### config.mk
export PLATFORM = sky130hd
export DESIGN_NAME = iterative_mac_seq
export DESIGN_NICKNAME = d
export VERILOG_FILES = /design/src/rtl/iterative_mac_seq.sv
export SDC_FILE = /design/constraint.sdc
export NUM_CORES = 1
export LEC_CHECK = 0
export ABC_AREA = 0
export CORE_ASPECT_RATIO = 1.1
export CORE_MARGIN = 5
export CORE_UTILIZATION = 58
export DETAILED_ROUTE_END_ITERATION = 10
export PLACE_DENSITY = 0.82
export SYNTH_ARGS = -nofsm -noshare
export SYNTH_HDL_FRONTEND = slang
export SYNTH_SLANG_ARGS = --single-unit
### constraint.sdc
create_clock -name i_clk -period 6.5 [get_ports i_clk]
set_input_delay 1.3 -clock i_clk [delete_from_list [all_inputs] [get_ports i_clk]]
set_output_delay 1.3 -clock i_clk [all_outputs]
set_load 0.01 [all_outputs]
### src/rtl/iterative_mac_seq.sv
// Iterative signed multiply-accumulate: bias + sum(a[i]*w[i]) using a radix-2^DIGIT
// shift-add multiplier and a saturating accumulator, with ready/valid on both sides.
module iterative_mac_seq #(
  parameter int A_W   = 8,
  parameter int W_W   = 8,
  parameter int DIGIT = 2,
  parameter int ACC_W = 32,
  parameter int LEN_W = 8
) (
  input  logic             i_clk,
  input  logic             i_rst,
  input  logic             i_start,
  input  logic [LEN_W-1:0] i_len,
  input  logic [ACC_W-1:0] i_bias,
  input  logic             i_relu,
  input  logic             i_in_valid,
  output logic             o_in_ready,
  input  logic [A_W-1:0]   i_a,
  input  logic [W_W-1:0]   i_w,
  output logic             o_out_valid,
  input  logic             i_out_ready,
  output logic [ACC_W-1:0] o_acc,
  output logic             o_sat,
  output logic             o_busy
);

  localparam int DIG_SAFE = (DIGIT < 1) ? 1 : DIGIT;
  localparam int MUL_CYC  = W_W / DIG_SAFE;
  localparam int P_W      = A_W + W_W;
  localparam int MC_W     = (MUL_CYC > 1) ? $clog2(MUL_CYC) : 1;
  localparam logic [MC_W-1:0]  MC_LAST = MC_W'(MUL_CYC - 1);
  localparam logic [ACC_W-1:0] ACC_MAX = {1'b0, {(ACC_W-1){1'b1}}};
  localparam logic [ACC_W-1:0] ACC_MIN = {1'b1, {(ACC_W-1){1'b0}}};

  generate
    if ((DIGIT < 1) || (A_W < 2) || (W_W < 1) || (LEN_W < 1) || (DIGIT > W_W) ||
        ((W_W % DIG_SAFE) != 0) || (ACC_W < A_W + W_W + 1)) begin : g_param_check
      $error("iterative_mac_seq: illegal parameter combination");
    end
  endgenerate

  typedef enum logic [2:0] {
    S_IDLE = 3'd0,
    S_LOAD = 3'd1,
    S_MUL  = 3'd2,
    S_ACC  = 3'd3,
    S_DONE = 3'd4
  } state_t;

  state_t             r_state;
  state_t             w_state_nxt;
  logic [ACC_W-1:0]   r_acc;
  logic [LEN_W-1:0]   r_cnt;
  logic               r_relu;
  logic               r_sat;
  logic signed [P_W-1:0] r_a_sh;
  logic [W_W-1:0]     r_w;
  logic signed [P_W-1:0] r_prod;
  logic [MC_W-1:0]    r_mc;

  logic [DIGIT-1:0]      w_digit;
  logic [DIGIT:0]        w_digit_s;
  logic signed [P_W-1:0] w_digit_ext;
  logic signed [P_W-1:0] w_mult;
  logic [ACC_W:0]        w_sum;
  logic                  w_ovf;
  logic [ACC_W-1:0]      w_acc_add;

  function automatic logic [ACC_W-1:0] relu_fn(input logic [ACC_W-1:0] v, input logic en);
    logic [ACC_W-1:0] r;
    if (en && v[ACC_W-1]) begin
      r = '0;
    end else begin
      r = v;
    end
    return r;
  endfunction

  // Next-state decode
  always_comb begin
    w_state_nxt = r_state;
    case (r_state)
      S_IDLE: begin
        if (i_start) begin
          w_state_nxt = (i_len == '0) ? S_DONE : S_LOAD;
        end else begin
          w_state_nxt = S_IDLE;
        end
      end
      S_LOAD: begin
        if (i_in_valid) begin
          w_state_nxt = S_MUL;
        end else begin
          w_state_nxt = S_LOAD;
        end
      end
      S_MUL: begin
        if (r_mc == MC_LAST) begin
          w_state_nxt = S_ACC;
        end else begin
          w_state_nxt = S_MUL;
        end
      end
      S_ACC: begin
        if (r_cnt == LEN_W'(1)) begin
          w_state_nxt = S_DONE;
        end else begin
          w_state_nxt = S_LOAD;
        end
      end
      S_DONE: begin
        if (i_out_ready) begin
          w_state_nxt = S_IDLE;
        end else begin
          w_state_nxt = S_DONE;
        end
      end
      default: w_state_nxt = S_IDLE;
    endcase
  end

  // Digit multiple (top digit signed) and saturating accumulate
  always_comb begin
    w_digit = r_w[DIGIT-1:0];
    if (r_mc == MC_LAST) begin
      w_digit_s = {w_digit[DIGIT-1], w_digit};
    end else begin
      w_digit_s = {1'b0, w_digit};
    end
    w_digit_ext = {{(P_W-DIGIT-1){w_digit_s[DIGIT]}}, w_digit_s};
    w_mult      = r_a_sh * w_digit_ext;
    w_sum       = {r_acc[ACC_W-1], r_acc} + {{(ACC_W+1-P_W){r_prod[P_W-1]}}, r_prod};
    w_ovf       = w_sum[ACC_W] ^ w_sum[ACC_W-1];
    if (w_ovf) begin
      w_acc_add = w_sum[ACC_W] ? ACC_MIN : ACC_MAX;
    end else begin
      w_acc_add = w_sum[ACC_W-1:0];
    end
  end

  // State, datapath and registered outputs
  always_ff @(posedge i_clk or posedge i_rst) begin
    if (i_rst) begin
      r_state     <= S_IDLE;
      r_acc       <= '0;
      r_cnt       <= '0;
      r_relu      <= 1'b0;
      r_sat       <= 1'b0;
      r_a_sh      <= '0;
      r_w         <= '0;
      r_prod      <= '0;
      r_mc        <= '0;
      o_in_ready  <= 1'b0;
      o_out_valid <= 1'b0;
      o_busy      <= 1'b0;
      o_acc       <= '0;
      o_sat       <= 1'b0;
    end else begin
      r_state     <= w_state_nxt;
      o_in_ready  <= (w_state_nxt == S_LOAD);
      o_out_valid <= (w_state_nxt == S_DONE);
      o_busy      <= (w_state_nxt != S_IDLE);
      case (r_state)
        S_IDLE: begin
          if (i_start) begin
            r_acc  <= i_bias;
            r_cnt  <= i_len;
            r_relu <= i_relu;
            r_sat  <= 1'b0;
            if (i_len == '0) begin
              o_acc <= relu_fn(i_bias, i_relu);
              o_sat <= 1'b0;
            end
          end
        end
        S_LOAD: begin
          if (i_in_valid) begin
            r_a_sh <= {{W_W{i_a[A_W-1]}}, i_a};
            r_w    <= i_w;
            r_prod <= '0;
            r_mc   <= '0;
          end
        end
        S_MUL: begin
          r_prod <= r_prod + w_mult;
          r_a_sh <= r_a_sh <<< DIGIT;
          r_w    <= r_w >> DIGIT;
          r_mc   <= r_mc + MC_W'(1);
        end
        S_ACC: begin
          r_acc <= w_acc_add;
          r_sat <= r_sat | w_ovf;
          r_cnt <= r_cnt - LEN_W'(1);
          // Results are published only on the final accumulate so they hold elsewhere
          if (r_cnt == LEN_W'(1)) begin
            o_acc <= relu_fn(w_acc_add, r_relu);
            o_sat <= r_sat | w_ovf;
          end
        end
        default: begin
        end
      endcase
    end
  end

endmodule

After elaboration in Yosys (flattened, before gate mapping)
Cells that the tools add are included.
{ "op_classes": {"n_mux": 34, "n_reduce_logical": 11, "bitwise_logic": 2, "eq_ne": 12, "n_mul": 1, "addsub": 4} }
{ "op_table": {"columns": ["operator", "count"], "rows": [
  ["$mux 32", 8],
  ["$pmux 32 s2", 2],
  ["$pmux 16 s2", 2],
  ["$add 32x16->33", 1],
  ["$mux 16", 2],
  ["$pmux 8 s2", 2],
  ["$add 16x16->16", 1],
  ["$mul 16x3->16", 1],
  ["$mux 8", 2],
  ["$mux 3", 5],
  ["$pmux 3 s5", 1],
  ["$eq 8x1->1 const B", 1],
  ["$logic_not 8->1", 1],
  ["$ne 2x2->1 const B", 4],
  ["$sub 8x1->8 const B", 1],
  ["$eq 3x1->1 const B", 2],
  ["$eq 3x2->1 const B", 2],
  ["$eq 3x3->1 const B", 2],
  ["$reduce_and 2->1", 3],
  ["$mux 1", 5],
  ["$mux 2", 2],
  ["$pmux 1 s2", 2],
  ["$pmux 2 s2", 1],
  ["$reduce_and 4->1", 1],
  ["other kinds (8)", 10]
]} }
{ "totals": {"out_inout_bits": 36, "inputBits": 62, "word_cells": 78, "register_bits": 123} }

Logic depth before layout (Yosys ltp)
Gate-level depths: netlist (run 1).
{ "depth": {"word_depth": 7, "ltp_mapped": 19, "ltp_nobuf": 19} }

Least setup slack after synthesis (run 1)
OpenSTA, ideal clock, no wires.
{ "synth_path": {"path_type": "register to register", "from": "reg r_mc[0]", "to": "reg r_prod[13]", "path_stages_with_launch": 18, "path_slack_ns": 1.959, "arrival_ns": 4.404, "synth_period_minus_slack_ns": 4.541, "path_buffers": 1, "required_time_ns": 6.363, "setup_time_ns": 0.137, "path_cell_list": "dfrtp_1 > ha_1 > nand2_1 > clkbuf_1 > nor2_1 > fa_1 > fa_1 > ha_1 > ha_1 > a21o_1 > a21oi_1 > nand2b_1 > a21boi_0 > o41ai_1 > o21ai_0 > o31ai_1 > xor2_1 > o22ai_1"} }
{ "synth_via": {"elab_chain_len": 5} }
{ "synth_lines": {"columns": ["element", "line", "text"], "rows": [
  ["start, declared", "59", "logic [MC_W-1:0] r_mc;"],
  ["start signal, assigned", "188", "r_mc <= r_mc + MC_W'(1);"],
  ["$eq 2x2->1", "125", "if (r_mc == MC_LAST) begin"],
  ["$mux 3", "125", null],
  ["$mul 16x3->16", "131", "w_mult = r_a_sh * w_digit_ext;"],
  ["$add 16x16->16", "185", "r_prod <= r_prod + w_mult;"],
  ["$pmux 16 s2", "163", "case (r_state)"],
  ["end signal, assigned", "185", null],
  ["end, declared", "58", "logic signed [P_W-1:0] r_prod;"]
]} }
Every way passes these cells.
A chain may end at the register's enable or synchronous reset.

Worst setup path in the final report (run 1)
{ "layout_path": {"from": "reg r_w[1]", "to": "reg r_prod[13]"} }
{ "layout_via": {"elab_chain_len": 4} }
{ "layout_lines": {"columns": ["element", "line", "text"], "rows": [
  ["start, declared", "57", "logic [W_W-1:0] r_w;"],
  ["start signal, assigned", "179", "r_w <= i_w;"],
  ["start signal, assigned", "187", "r_w <= r_w >> DIGIT;"],
  ["$mux 3", "125", null],
  ["$mul 16x3->16", "131", null],
  ["$add 16x16->16", "185", null],
  ["$pmux 16 s2", "163", null]
]} }
Every way passes these cells.

==> results.sh, run 1 <==
export IMPL_outcome="finished, final reports clean"
export IMPL_hold_start="o_sat"
export IMPL_cp_start_kind="flip-flop"
export IMPL_syn_inst=1047
export IMPL_reg2reg_to="r_prod[13]"
export IMPL_arrival_ns=5.84
export IMPL_crit_start="r_w[1]"
export IMPL_seq_area_frac_synth_pct=34.1
export IMPL_layout_min_cycle_time_ns=5.59
export IMPL_placed_cells=1296
export IMPL_hpwl_um=17300
export IMPL_yosysUniqueCellTypes=68
export IMPL_worstMarginPinSlew_ns=1.07
export IMPL_grt_overflow=0
export IMPL_endpoint_kind="flip-flop"
export IMPL_synth_main_ff_cell="dfrtp_1"
export IMPL_dieArea_sq_um=18200
export IMPL_drt_vias_per_instance=6.19
export IMPL_fin_crit_sh_pct=86.1
export IMPL_vias=8196
export IMPL_clock_tree_root_cell="clkbuf_16"
export IMPL_grt_pass1_wl_um=40300
export IMPL_timing_slew_headroom_pct=28.7
export IMPL_diodes=0
export IMPL_cts_buffer_depth=2
export IMPL_drv_cap=0
export IMPL_cts_sinks=123
export IMPL_powerDensity_nw_per_um2=597
export IMPL_port_buffers=97
export IMPL_whs_ns=0.472
export IMPL_fin_setup_tns_ns=0
export IMPL_numCtsBuffers=17
export IMPL_die_h_um=141
export IMPL_p_leak_nw=4.77
export IMPL_yosys_warnings=0
export IMPL_hold_depth=2
export IMPL_nets=1274
export IMPL_area_growth_pct=19.1
export IMPL_reg2reg_setup_slack_ns=0.91
export IMPL_grt_pass1_vias=7992
export IMPL_rsz0062_at_grt="false"
export IMPL_cts_max_level=4
export IMPL_antenna_found_initial=0
export IMPL_cts_hold_fix_buffers=0
export IMPL_max_freq_ghz=0.179
export IMPL_drive_gt1_share_pct=6.02
export IMPL_gp_congestion=0.937
export IMPL_crit_fanout=17
export IMPL_core_sq_um=15200
export IMPL_most_common_layout_cells="nand2_1, dfrtp_1, clkdlybuf4s50_1, a21oi_1, nor2_1"
export IMPL_critical_path_class="flip-flop to flip-flop"
export IMPL_postCtsSetupRepairBufs=0
export IMPL_die_w_um=129
export IMPL_grt_usage_pct=27.7
export IMPL_crit_family="compound AO/OA/AOI/OAI gates"
export IMPL_r2r_start="r_w[1]"
export IMPL_setup_viol=0
export IMPL_slew_viol_final=0
export IMPL_first_pass_iters=5
export IMPL_initial_core_util_pct=59.5
export IMPL_route_detailed_drc=0
export IMPL_wl_per_cell_um=18.4
export IMPL_ys_async_sr_fraction_pct=100
export IMPL_layout_commonest_cell="nand2_1"
export IMPL_cp_slowest_cell="o41ai_1"
export IMPL_irDropWorstVdd_mv=0.282
export IMPL_syn_area_per_cell_sq_um=8.62
export IMPL_crit_path_max_incr_delay_ns=0.68
export IMPL_tritoncts="built"
export IMPL_path_common_cell="fa_1"
export IMPL_syn_nets=1202
export IMPL_hold_violations=0
export IMPL_finClkSkew_ns=0.00872
export IMPL_cts_resized=0
export IMPL_cp_buffers_inverters=1
export IMPL_drt_wl_total_um=24400
export IMPL_io_pins=98
export IMPL_rows=47
export IMPL_final_cells=1325
export IMPL_worstPathCellList="nand2_1, or2_2, fa_1, fa_1, inv_1, fa_1, ha_1, a21o_1, a21oi_1, nand2b_1, a21boi_0, o41ai_1, o21ai_0, o31ai_1, xor2_1, o22ai_1"
export IMPL_ant_nets=0
export IMPL_clk_latency_ns=0.43
export IMPL_synth_edff_count=0
export IMPL_hp_class="flip-flop to flip-flop"
export IMPL_min_to="o_sat"
export IMPL_crit_required_ns=6.75
export IMPL_clk_pin_slew_ns=0.06
export IMPL_r2r_cells=16
export IMPL_synth_area_sq_um=9020
export IMPL_grt_max_degree=75
export IMPL_ys_ff_latch=123
export IMPL_drt_iter0_drc=713
worst register-to-register path: cells and delay by family (launching register included):
| family | cells | cell delay, ns |
|---|---|---|
| compound gates | 7 | 1.86 |
| fa+ha+maj | 4 | 1.73 |
| simple gates | 3 | 0.98 |
| flops | 1 | 0.61 |
| xor+xnor | 1 | 0.18 |
| buf+inv | 1 | 0.05 |
worst max-delay path by stage:
stage	to	slack, ns	depth (start not counted)
after global routing	r_prod[13]	0.50	16
after global placement	r_prod[13]	1.33	16
after floorplan	o_acc[0]	1.93	1
after detailed placement	r_prod[13]	1.07	16
after CTS	r_prod[13]	0.99	16
final	r_prod[13]	0.91	16
cell families after synthesis:
logic type | share of synthesized area [%]
DFF | 34.1
adders and majority gates | 15.3
AOI/OAI and AO/OA | 21.1
xor gates and xnor gates | 4.08
buffers and inverters | 4.05
muxes | 1.59
and+or+nand+nor | 19.7
synthesized netlist by cell type (6+ instances only):
master    number  share of area, %
and3_1        19               1.3
mux2i_1       11               1.2
nor2b_1        7              0.49
o211ai_1      10              0.83
nand2_1      163               6.8
a31oi_1       35               2.4
clkbuf_1      47               2.0
o21a_1         6              0.50
o21ai_0       53               2.9
and2_1        32               2.2
nor2_1        93               3.9
a21o_1        14               1.2
fa_1          29               6.4
a21oi_1       94               5.2
xnor2_1       28               2.7
nand2b_1      11              0.76
xor2_1        14               1.4
inv_1         38               1.6
a22oi_1        7              0.58
dfrtp_1      123                34
or2_2          6              0.42
nand3_1       12              0.67
nor3_1        16              0.89
a211oi_1       9              0.75
ha_1          64               8.9
o22ai_1       15               1.0
per-layer routing:
metal	global-route usage, %	up-vias	part of all wire, %
li1	-	3860	-
met1	35.7	3963	42
met2	46.0	306	50
met3	4.09	67	5.0
met4	12.7	0	3.5
met5	0	-	0
sequential cells by signal (all words and copies together) (netlist names):
| name | cells |
|---|---|
| o_in_ready | 1 |
| r_acc | 32 |
| r_sat | 1 |
| r_w | 8 |
| r_mc | 2 |
| r_cnt | 8 |
| r_state | 3 |
| o_busy | 1 |
| r_prod | 16 |
| r_relu | 1 |
| o_out_valid | 1 |
| o_acc | 32 |
| r_a_sh | 16 |
| o_sat | 1 |
per-stage QoR:
| step | util (%) | cell area, sq um | setup slack [ns] | power (mW) |
|---|---|---|---|---|
| 3_3_place_gp | 66.8 | 10100 | 1.33 | 5.19 |
| 2_1_floorplan | - | 9020 | 1.93 | 4.37 |
| 6_report | 70.8 | 10700 | 0.907 | 6.42 |
| 3_5_place_dp | 66.8 | 10100 | 1.07 | 5.29 |
| 5_1_grt | 70.8 | 10700 | 0.500 | 6.98 |
| 4_1_cts | 70.8 | 10700 | 0.986 | 6.38 |
report_power, final:
part           internal [mW]  switching, mW  leakage (nW)
sequential              1.07          0.298          1.42
clock                  0.663          0.341         0.301
combinational           1.71           2.34          3.06
total                   3.44           2.98          4.77
cell type report:
type	instances	area (sq um)
Multi-Input combinational cell	831	5610
Fill cell	1140	4420
Sequential cell	123	3080
Timing Repair Buffer	108	1050
Clock buffer	21	470
Tap cell	196	245
Inverter	38	145
Clock inverter	8	143
Power figures use the tool's default switching activity.
==> run 2, diff against run 1 <==
Settings changed: SLEW_MARGIN set to 20.
==> run 2 against run 1 <==
Register-to-register slack improved by 0.03 ns. Maximum frequency increased by 0.48%. Highest routed layer unchanged. First-iteration DRC count is 0.14% lower. Setup slack better by 0.027 ns. Critical endpoint unchanged.
==> results.sh, run 2 (synthesis gave the netlist of run 1 again) <==
export IMPL_outcome="finished, final reports clean"
export IMPL_clkPwrFrac_pct=15.6
export IMPL_wl_per_cell_um=18.4
export IMPL_p_seq_share_pct=21.3
export IMPL_hold_violations=0
export IMPL_min_to="o_sat"
export IMPL_switchingPower_mw=2.98
export IMPL_crit_family="compound AO/OA/AOI/OAI gates"
export IMPL_diodes=0
export IMPL_placed_area_sq_um=10100
export IMPL_core_sq_um=15200
export IMPL_endpoint_kind="flip-flop"
export IMPL_powerDensity_nw_per_um2=597
export IMPL_worstMarginPinSlew_ns=1.04
export IMPL_arrival_ns=5.84
export IMPL_tritoncts="built"
export IMPL_swShare_pct=46.5
export IMPL_postCtsSetupRepairBufs=0
export IMPL_cp_slowest_cell="o41ai_1"
export IMPL_cp_start_kind="flip-flop"
export IMPL_reg2reg_to="r_prod[13]"
export IMPL_slew_viol_final=0
export IMPL_clk_latency_ns=0.43
export IMPL_die_w_um=129
export IMPL_first_pass_iters=5
export IMPL_layout_commonest_cell="nand2_1"
export IMPL_setup_viol=0
export IMPL_route_detailed_drc=0
export IMPL_cp_buffers_inverters=1
export IMPL_drive_gt1_share_pct=6.11
export IMPL_grt_pass1_wl_um=40300
export IMPL_reg2reg_setup_slack_ns=0.93
export IMPL_fin_setup_tns_ns=0
export IMPL_path_depth=16
export IMPL_cts_max_level=4
export IMPL_cts_sinks=123
export IMPL_grt_overflow=0
export IMPL_max_freq_ghz=0.180
export IMPL_cts_buffer_depth=2
export IMPL_vias=8165
export IMPL_hold_depth=2
export IMPL_path_common_cell="fa_1"
export IMPL_cts_hold_fix_buffers=0
export IMPL_hp_class="flip-flop to flip-flop"
export IMPL_numCtsBuffers=17
export IMPL_hold_start="o_sat"
export IMPL_r2r_cells=16
export IMPL_port_buffers=97
export IMPL_ant_nets=0
export IMPL_crit_required_ns=6.77
export IMPL_p_leak_nw=4.77
export IMPL_rsz0062_at_grt="false"
export IMPL_worstPathCellList="nand2_1, or2_2, fa_1, fa_1, inv_1, fa_1, ha_1, a21o_1, a21oi_1, nand2b_1, a21boi_0, o41ai_1, o21ai_0, o31ai_1, xor2_1, o22ai_1"
export IMPL_crit_fanout=17
export IMPL_clk_pin_slew_ns=0.06
export IMPL_drt_wl_total_um=24400
export IMPL_most_common_layout_cells="nand2_1, dfrtp_1, clkdlybuf4s50_1, a21oi_1, nor2_1"
export IMPL_finClkSkew_ns=0.00879
export IMPL_grt_max_degree=75
export IMPL_nets=1274
export IMPL_io_pins=98
export IMPL_dieArea_sq_um=18200
export IMPL_drt_iter0_drc=712
export IMPL_grt_usage_pct=27.7
export IMPL_cts_resized=0
export IMPL_design_area_sq_um=10800
export IMPL_p_int_mw=3.44
export IMPL_critical_path_class="flip-flop to flip-flop"
export IMPL_power_frac_comb_pct=63.0
export IMPL_drv_cap=0
export IMPL_gp_congestion=0.937
export IMPL_initial_core_util_pct=59.5
export IMPL_r2r_start="r_w[1]"
export IMPL_irDropWorstVdd_mv=0.282
export IMPL_clock_tree_root_cell="clkbuf_16"
export IMPL_drt_vias_per_instance=6.16
export IMPL_whs_ns=0.472
export IMPL_layout_min_cycle_time_ns=5.57
export IMPL_timing_slew_headroom_pct=30.0
export IMPL_grt_pass1_vias=7992
export IMPL_antenna_found_initial=0
export IMPL_rows=47
export IMPL_largestRegisters="o_acc: 32 flops, r_acc: 32 flops"
export IMPL_area_growth_pct=19.1
export IMPL_die_h_um=141
export IMPL_hpwl_um=17300
export IMPL_fin_crit_sh_pct=85.6
export IMPL_crit_path_max_incr_delay_ns=0.68
-- run 2: metal layers --
layer | part of all wire [%] | routed length [um] | up-vias | global-route usage, %
li1 | - | - | 3857 | -
met1 | 42 | 10100 | 3954 | 35.7
met2 | 50 | 12200 | 289 | 46.0
met3 | 5.0 | 1230 | 65 | 4.09
met4 | 3.4 | 840 | 0 | 12.7
met5 | 0 | 0 | - | 0
-- run 2: how the worst max path moves through the flow --
| stage | slack (ns) | end | start |
|---|---|---|---|
| 2_1_floorplan | 1.93 | o_acc[0] | i_rst |
| 3_3_place_gp | 1.33 | r_prod[13] | r_w[1] |
| 3_5_place_dp | 1.07 | r_prod[13] | r_w[1] |
| 4_1_cts | 0.99 | r_prod[13] | r_w[1] |
| 5_1_grt | 0.52 | r_prod[13] | r_w[1] |
| 6_report | 0.93 | r_prod[13] | r_w[1] |
-- run 2: stage by stage --
stage | utilization, % | worst slack (ns) | instances | power, mW
detailed placement | 66.8 | 1.07 | 1296 | 5.29
floorplan | - | 1.93 | 1047 | 4.37
global placement | 66.8 | 1.33 | 1296 | 5.19
finish | 70.9 | 0.934 | 1325 | 6.42
CTS | 70.8 | 0.986 | 1325 | 6.38
global route | 70.9 | 0.524 | 1325 | 6.98
-- run 2: worst register-to-register path: stages (launching register included) --
cell      delay (ns)
dfrtp_1         0.61
nand2_1         0.41
or2_2           0.42
fa_1            0.51
fa_1            0.51
inv_1           0.05
fa_1            0.42
ha_1            0.29
a21o_1          0.19
a21oi_1         0.19
nand2b_1        0.16
a21boi_0        0.14
o41ai_1         0.68
o21ai_0         0.27
o31ai_1         0.29
xor2_1          0.18
o22ai_1         0.09
-- run 2: layout make-up --
cell class | instances | area, sq um
well taps | 196 | 245
inverters | 38 | 145
clock inverters | 8 | 143
repair buffers | 108 | 1050
fillers | 1140 | 4420
flip-flops and latches | 123 | 3080
clock buffers | 21 | 470
multi-input cells | 831 | 5620
-- run 2: power by group through the flow --
stage / Combinational [mW] / Clock (mW) / Sequential, mW
2_1_floorplan: 3.09 / 0 / 1.28
3_3_place_gp: 3.83 / 0 / 1.36
3_5_place_dp: 3.93 / 0 / 1.37
4_1_cts: 4.02 / 1.01 / 1.36
5_1_grt: 4.53 / 1.04 / 1.41
6_report: 4.05 / 1.00 / 1.37
